$ cat config.mk
export PLATFORM = sky130hd
export DESIGN_NAME = tlb_cam
export DESIGN_NICKNAME = d
export VERILOG_FILES = /design/src/rtl/tlb_pkg.sv /design/src/rtl/tlb_priority_encoder.sv /design/src/rtl/tlb_cam.sv
export SDC_FILE = /design/constraint.sdc
export NUM_CORES = 2
export LEC_CHECK = 0
export CORE_MARGIN = 2
export CORE_UTILIZATION = 35
export CTS_BUF_LIST = sky130_fd_sc_hd__clkbuf_8
export CTS_CLUSTER_SIZE = 25
export DETAILED_ROUTE_END_ITERATION = 8
export HOLD_SLACK_MARGIN = 0.06
export PLACE_DENSITY = 0.48
export SETUP_SLACK_MARGIN = 0.15
export SLEW_MARGIN = 0
export SYNTH_ARGS = -nofsm -noshare
export SYNTH_HDL_FRONTEND = slang
export SYNTH_SLANG_ARGS = --single-unit
$ cat constraint.sdc
create_clock -name clock -period 6.8 [get_ports clock]
set_clock_uncertainty 0.15 [all_clocks]
set_input_delay 0.68 -clock clock [delete_from_list [all_inputs] [get_ports clock]]
set_output_delay 0.68 -clock clock [all_outputs]
set_load 0.1 [all_outputs]
$ cat src/rtl/tlb_pkg.sv
// Shared constants and types for the TLB associative memory.
// Default geometry matches the legacy 32-entry, 20-bit-key TLB.
package tlb_pkg;

    localparam int unsigned TLB_ENTRIES     = 32;
    localparam int unsigned TLB_KEY_WIDTH   = 20;
    localparam int unsigned TLB_VALUE_WIDTH = 20;
    localparam int unsigned TLB_WIRED       = 4;

    typedef enum logic [0:0] {
        IDLE  = 1'b0,
        FLUSH = 1'b1
    } tlb_state_e;

    typedef struct packed {
        logic [TLB_KEY_WIDTH-1:0]   key;
        logic [TLB_VALUE_WIDTH-1:0] value;
    } tlb_entry_t;

endpackage

$ cat src/rtl/tlb_priority_encoder.sv
// Lowest-index priority encoder: reports whether any bit is set and the
// position of the lowest set bit (0 when none).
module tlb_priority_encoder #(
    parameter int unsigned ENTRIES     = 32,
    parameter int unsigned INDEX_WIDTH = $clog2(ENTRIES)
) (
    input  logic [ENTRIES-1:0]     match_i,
    output logic                   any_o,
    output logic [INDEX_WIDTH-1:0] index_o
);

    always_comb begin
        any_o   = |match_i;
        index_o = '0;
        // Scan high to low so the last assignment is the lowest set bit.
        for (int i = ENTRIES - 1; i >= 0; i--) begin
            if (match_i[i]) begin
                index_o = INDEX_WIDTH'(i);
            end
        end
    end

endmodule

$ cat src/rtl/tlb_cam.sv
// Registered TLB associative memory: key/value entries with valid bits,
// one-cycle lookup and read, random replacement index and invalidate-all.
// Optional multiHit output is built when TLB_CAM_MULTI_HIT_DETECT_EN is defined.
module tlb_cam
    import tlb_pkg::*;
#(
    parameter int unsigned ENTRIES     = TLB_ENTRIES,
    parameter int unsigned KEY_WIDTH   = TLB_KEY_WIDTH,
    parameter int unsigned VALUE_WIDTH = TLB_VALUE_WIDTH,
    parameter int unsigned WIRED       = TLB_WIRED,
    parameter int unsigned INDEX_WIDTH = $clog2(ENTRIES)
) (
    input  logic                   clock,
    input  logic                   resetN,
    input  logic                   lookupValid,
    input  logic [KEY_WIDTH-1:0]   lookupKey,
    output logic                   lookupDone,
    output logic                   lookupHit,
    output logic [INDEX_WIDTH-1:0] lookupIndex,
    output logic [VALUE_WIDTH-1:0] lookupValue,
    input  logic [INDEX_WIDTH-1:0] accessIndex,
    input  logic                   accessRead,
    output logic                   readDone,
    output logic [KEY_WIDTH-1:0]   readKey,
    output logic [VALUE_WIDTH-1:0] readValue,
    output logic                   readEntryValid,
    input  logic                   writeEnable,
    input  logic                   writeRandom,
    input  logic [KEY_WIDTH-1:0]   writeKey,
    input  logic [VALUE_WIDTH-1:0] writeValue,
    output logic [INDEX_WIDTH-1:0] randomIndex,
    input  logic                   flushStart,
    output logic                   busy
`ifdef TLB_CAM_MULTI_HIT_DETECT_EN
    ,
    output logic                   multiHit
`endif
);

    typedef struct packed {
        logic [KEY_WIDTH-1:0]   key;
        logic [VALUE_WIDTH-1:0] value;
    } entry_t;

    localparam logic [INDEX_WIDTH-1:0] LAST_INDEX  = INDEX_WIDTH'(ENTRIES - 1);
    localparam logic [INDEX_WIDTH-1:0] WIRED_INDEX = INDEX_WIDTH'(WIRED);
    localparam logic [INDEX_WIDTH-1:0] INDEX_ONE   = INDEX_WIDTH'(1);

    entry_t                 mem_q [ENTRIES];
    logic [ENTRIES-1:0]     valid_q, valid_d;
    tlb_state_e             state_q, state_d;
    logic [INDEX_WIDTH-1:0] flush_ptr_q, flush_ptr_d;
    logic [INDEX_WIDTH-1:0] rand_q, rand_d;

    logic                   lookup_done_q, lookup_done_d;
    logic                   lookup_hit_q, lookup_hit_d;
    logic [INDEX_WIDTH-1:0] lookup_index_q, lookup_index_d;
    logic [VALUE_WIDTH-1:0] lookup_value_q, lookup_value_d;
    logic                   read_done_q, read_done_d;
    logic [KEY_WIDTH-1:0]   read_key_q, read_key_d;
    logic [VALUE_WIDTH-1:0] read_value_q, read_value_d;
    logic                   read_valid_q, read_valid_d;

    logic [ENTRIES-1:0]     match;
    logic                   lk_any;
    logic [INDEX_WIDTH-1:0] lk_idx;
    logic                   wr_en;
    logic [INDEX_WIDTH-1:0] wr_idx;

    // Matches are suppressed while flushing so lookups complete as misses.
    always_comb begin
        match = '0;
        for (int i = 0; i < ENTRIES; i++) begin
            match[i] = valid_q[i] && (mem_q[i].key == lookupKey) && (state_q == IDLE);
        end
    end

    tlb_priority_encoder #(
        .ENTRIES    (ENTRIES),
        .INDEX_WIDTH(INDEX_WIDTH)
    ) u_lookup_enc (
        .match_i(match),
        .any_o  (lk_any),
        .index_o(lk_idx)
    );

    assign wr_en  = writeEnable && (state_q == IDLE);
    assign wr_idx = writeRandom ? rand_q : accessIndex;

    always_comb begin
        state_d     = state_q;
        flush_ptr_d = flush_ptr_q;
        unique case (state_q)
            IDLE: begin
                if (flushStart) begin
                    state_d     = FLUSH;
                    flush_ptr_d = '0;
                end
            end
            FLUSH: begin
                flush_ptr_d = flush_ptr_q + INDEX_ONE;
                if (flush_ptr_q == LAST_INDEX) begin
                    state_d = IDLE;
                end
            end
            default: state_d = IDLE;
        endcase
    end

    always_comb begin
        valid_d = valid_q;
        if (state_q == FLUSH) begin
            valid_d[flush_ptr_q] = 1'b0;
        end else if (wr_en) begin
            valid_d[wr_idx] = 1'b1;
        end
    end

    // Counter cycles ENTRIES-1 down to WIRED, never touching wired entries.
    always_comb begin
        if (rand_q == WIRED_INDEX) begin
            rand_d = LAST_INDEX;
        end else begin
            rand_d = rand_q - INDEX_ONE;
        end
    end

    always_comb begin
        lookup_done_d  = lookupValid;
        lookup_hit_d   = lookupValid && lk_any;
        lookup_index_d = '0;
        lookup_value_d = '0;
        if (lookupValid && lk_any) begin
            lookup_index_d = lk_idx;
            lookup_value_d = mem_q[lk_idx].value;
        end
    end

    always_comb begin
        read_done_d  = accessRead;
        read_key_d   = '0;
        read_value_d = '0;
        read_valid_d = 1'b0;
        if (accessRead) begin
            read_key_d   = mem_q[accessIndex].key;
            read_value_d = mem_q[accessIndex].value;
            read_valid_d = valid_q[accessIndex];
        end
    end

    // Entry storage is intentionally not reset; valid bits gate its use.
    always_ff @(posedge clock) begin
        if (wr_en) begin
            mem_q[wr_idx] <= '{key: writeKey, value: writeValue};
        end
    end

    always_ff @(posedge clock or negedge resetN) begin
        if (!resetN) begin
            valid_q        <= '0;
            state_q        <= IDLE;
            flush_ptr_q    <= '0;
            rand_q         <= LAST_INDEX;
            lookup_done_q  <= 1'b0;
            lookup_hit_q   <= 1'b0;
            lookup_index_q <= '0;
            lookup_value_q <= '0;
            read_done_q    <= 1'b0;
            read_key_q     <= '0;
            read_value_q   <= '0;
            read_valid_q   <= 1'b0;
        end else begin
            valid_q        <= valid_d;
            state_q        <= state_d;
            flush_ptr_q    <= flush_ptr_d;
            rand_q         <= rand_d;
            lookup_done_q  <= lookup_done_d;
            lookup_hit_q   <= lookup_hit_d;
            lookup_index_q <= lookup_index_d;
            lookup_value_q <= lookup_value_d;
            read_done_q    <= read_done_d;
            read_key_q     <= read_key_d;
            read_value_q   <= read_value_d;
            read_valid_q   <= read_valid_d;
        end
    end

`ifdef TLB_CAM_MULTI_HIT_DETECT_EN
    localparam logic [ENTRIES-1:0] ONE_HOT0 = {{(ENTRIES - 1){1'b0}}, 1'b1};

    logic [ENTRIES-1:0]     match_rest;
    logic                   rest_any;
    logic [INDEX_WIDTH-1:0] rest_idx;
    logic                   multi_hit_q;

    // Remove the winning match; anything left means a second hit.
    always_comb begin
        match_rest = match;
        if (lk_any) begin
            match_rest = match & ~(ONE_HOT0 << lk_idx);
        end
    end

    tlb_priority_encoder #(
        .ENTRIES    (ENTRIES),
        .INDEX_WIDTH(INDEX_WIDTH)
    ) u_multi_enc (
        .match_i(match_rest),
        .any_o  (rest_any),
        .index_o(rest_idx)
    );

    always_ff @(posedge clock or negedge resetN) begin
        if (!resetN) begin
            multi_hit_q <= 1'b0;
        end else begin
            multi_hit_q <= lookupValid && rest_any && (rest_idx != lk_idx);
        end
    end

    assign multiHit = multi_hit_q;
`endif

    assign lookupDone     = lookup_done_q;
    assign lookupHit      = lookup_hit_q;
    assign lookupIndex    = lookup_index_q;
    assign lookupValue    = lookup_value_q;
    assign readDone       = read_done_q;
    assign readKey        = read_key_q;
    assign readValue      = read_value_q;
    assign readEntryValid = read_valid_q;
    assign randomIndex    = rand_q;
    assign busy           = (state_q == FLUSH);

endmodule

==> flow_summary.ini <==
[route]
drc = 0
first_pass_iters = 6
number_of_vias_after_detailed_routing = 41100
drt_wl_total_um = 257000
routedWlPerCell_um = 36.6
drt-initial-drc-count = 4858
viasPerCell = 5.85
drtAntennaViolNets = 0

[worst_setup_path]
end_kind = register
timing.critical_path.from_type = register
setup.worst_path.class = reg2reg
critPathRequiredTime_ns = 7.56
crit_fanout = 15
timing.critical_path.arrival_ns = 6.27

[power]
total_power_mw = 19.0
static_leak_nw = 24.5
power.ir.vdd_worst_mv = 0.182
p_per_area_mw_per_mm2 = 250

[die]
std_cell_rows = 159
x_dimension_of_the_die_um = 439
dieArea_sq_mm = 0.193
die-height_um = 439
core_sq_mm = 0.188
initial_core_util_pct = 35.3
ios = 147

[synth]
netlist_top_cells_area = edfxtp_1, mux4_2, xnor2_1, xor2_1, dfrtp_1
netlist.area_leader.share_pct = 57.9
synth_enable_flop_cells = 1280
synthFlopType = edfxtp_1
synth_cells = 4004
syn_avg_cell_area_sq_um = 16.6
synth_top_cells_by_count = edfxtp_1, mux4_2, xnor2_1
leading_cell_type_by_number_of_instances_after_synthesis = edfxtp_1
ys_seq_elements = 1392
syn-num-nets = 4082
synthArstFlopShare_pct = 8.05
yosysSeqAreaShare_pct = 62.2
yosys.area.top_type = edfxtp_1
ys.warnings.count = 0
synth_area_sq_mm = 0.0664
yosysUniqueCellTypes = 75

[clock_tree]
clk-insertion-delay-late_ns = 1.04
cts_max_path_buffers = 4
cts_inserted_buffers = 274
path_clk_slew_ns = 0.06
cts_repair_resize_count = 0
cts.sinks = 1392
clockRootBuffer = clkbuf_8
cts_htree_levels = 5
cts_tree = built

[sta]
maxSlewHeadroom_pct = 15.9
final.min_clock_period_ns = 5.51
grt_setup_unrepaired = no
fin_tns_setup_ns = 0
final-hold-violation-count = 0
max_freq_mhz = 181
report.final.setup_viol = 0
finalMaxSlewViolations = 0
layout_worst_path_cycle_share_pct = 81.0
max_slew.worst_pin.slew_ns = 1.26

[global_route]
via_count_of_the_first_global_routing_pass = 41500
grt_first_pass_wirelength_um = 350000
grt_overflow = 0
grt_start_max_net_pins = 108
groute.usage.overall_pct = 26.5
initial_antenna_violation_count = 15

[finish]
layout.nets = 4433
syn2layout_area_growth_pct = 15.0
total_of_fill_cells_in_the_finished_design = 17100
finished_layout_cells = 7031
drive_above_1_share_pct = 23.0
seqCellArea_sq_mm = 0.0412
multiInputGateArea_sq_mm = 0.0240

[placement]
io_buffers = 146
dp_hpwl_um = 167000
placedCellCount = 6570
globalplace.congestion = 0.891

[hold_path]
holdCritPathClass = in2reg

[outcome]
run_status = finished, final reports clean

[job]
maxCapViolCount = 0
## stage by stage
stage	utilization, %	instance area (sq um)	hold slack (ns)	setup WS (ns)
finish	40.6	76300	0.195	1.29
global route	40.6	76300	0.172	1.11
floorplan	-	66400	0.234	1.72
CTS	40.6	76300	0.110	1.34
global placement	38.1	71600	0.367	0.463
detailed placement	38.1	71600	0.385	0.578
## cells in the final DEF, fill, tap and decap left out, types with 30 or more instances in the layout
cell type / Yosys / layout
mux2i_1: 227 / 227
buf_4: 30 / 174
buf_12: 0 / 30
nor2_4: 0 / 33
nand4_1: 92 / 92
o21ai_0: 128 / 128
edfxtp_1: 1280 / 1280
nor4_1: 86 / 85
inv_1: 13 / 104
clkdlybuf4s50_1: 0 / 113
a21oi_1: 76 / 76
nor2_1: 93 / 60
nand2_1: 101 / 100
xnor2_1: 328 / 328
dfrtp_1: 107 / 106
mux4_2: 411 / 411
clkinv_1: 0 / 48
clkbuf_8: 0 / 281
xor2_1: 315 / 315
nor2b_1: 92 / 90
a211oi_1: 87 / 87
## flip-flops by register name (all words and copies together) (netlist names), 5 cells and up
name and count:
mem_q 1280, valid_q 32, lookupValue 20, readKey 20, readValue 20, flush_ptr_q 5
lookupIndex 5, randomIndex 5
## kinds of logic after synthesis
logic type | after synthesis | share of synthesized area [%]
compound gates | 441 | 4.50
fa+ha+maj | 6 | 0.113
simple gates | 575 | 4.84
mux | 659 | 17.7
buf+inv | 288 | 2.16
xor+xnor | 643 | 8.49
flops | 1392 | 62.2
## layer usage
metal  up-vias  GRT usage [%]  wire length, um
li1      16700              -                -
met1     21900           36.2           108000
met2      2092           41.6           120000
met3       432           5.67            21000
met4         2           9.28             9150
met5         -              0               13
## timing repair
item	4_1_cts	5_1_grt
setup buffers	0	0
endpoints found under the hold margin	59	0
hold buffers	4	0
## cell type report
class | instances | area share, %
multi-input combinational | 2324 | 31.4
tap | 2495 | 4.09
inverter | 13 | 0.0640
clock buffer | 281 | 5.07
sequential | 1392 | 54.1
antenna | 7 | 0.0230
clock inverter | 169 | 0.969
timing repair buffer | 350 | 4.29
## worst max-delay path, stage by stage (launching register included)
cell	delay, ns
edfxtp_1	0.40
xnor2_1	0.42
nand4_1	0.16
nor4_1	0.56
nand2_1	0.23
nor4bb_1	0.21
o41ai_1	0.49
a21boi_0	0.22
o21ai_0	0.55
and2_2	0.26
nor2b_2	0.95
buf_4	0.36
a221o_1	0.17
o21ai_0	0.09
o32ai_1	0.14
## power by group
part	total, mW	internal [mW]	leakage (nW)	switching, mW
Sequential	9.69	9.49	13.0	0.201
Combinational	1.85	0.632	8.80	1.21
Clock	7.50	3.87	2.70	3.63
Total	19.0	14.0	24.5	5.05
## path summary, 6_finish.rpt
check / slack (ns) / depth (start not counted) / endpoint / start
max in group asynchronous: 5.14 / 4 / lookupValue[13]$_DFF_PN0_ / resetN
setup reg to reg: 1.29 / 14 / lookupValue[17]$_DFF_PN0_ / mem_q[30][21]$_DFFE_PP_
hold / removal: 0.19 / 3 / readValue[14]$_DFF_PN0_ / accessIndex[4]
setup / recovery: 1.29 / 14 / lookupValue[17]$_DFF_PN0_ / mem_q[30][21]$_DFFE_PP_
min in group asynchronous: 0.48 / 3 / readEntryValid$_DFF_PN0_ / resetN
hold reg to reg: 0.38 / 1 / valid_q[26]$_DFFE_PN0P_ / valid_q[26]$_DFFE_PN0P_
Note: power is estimated with default switching activity, not from simulation.
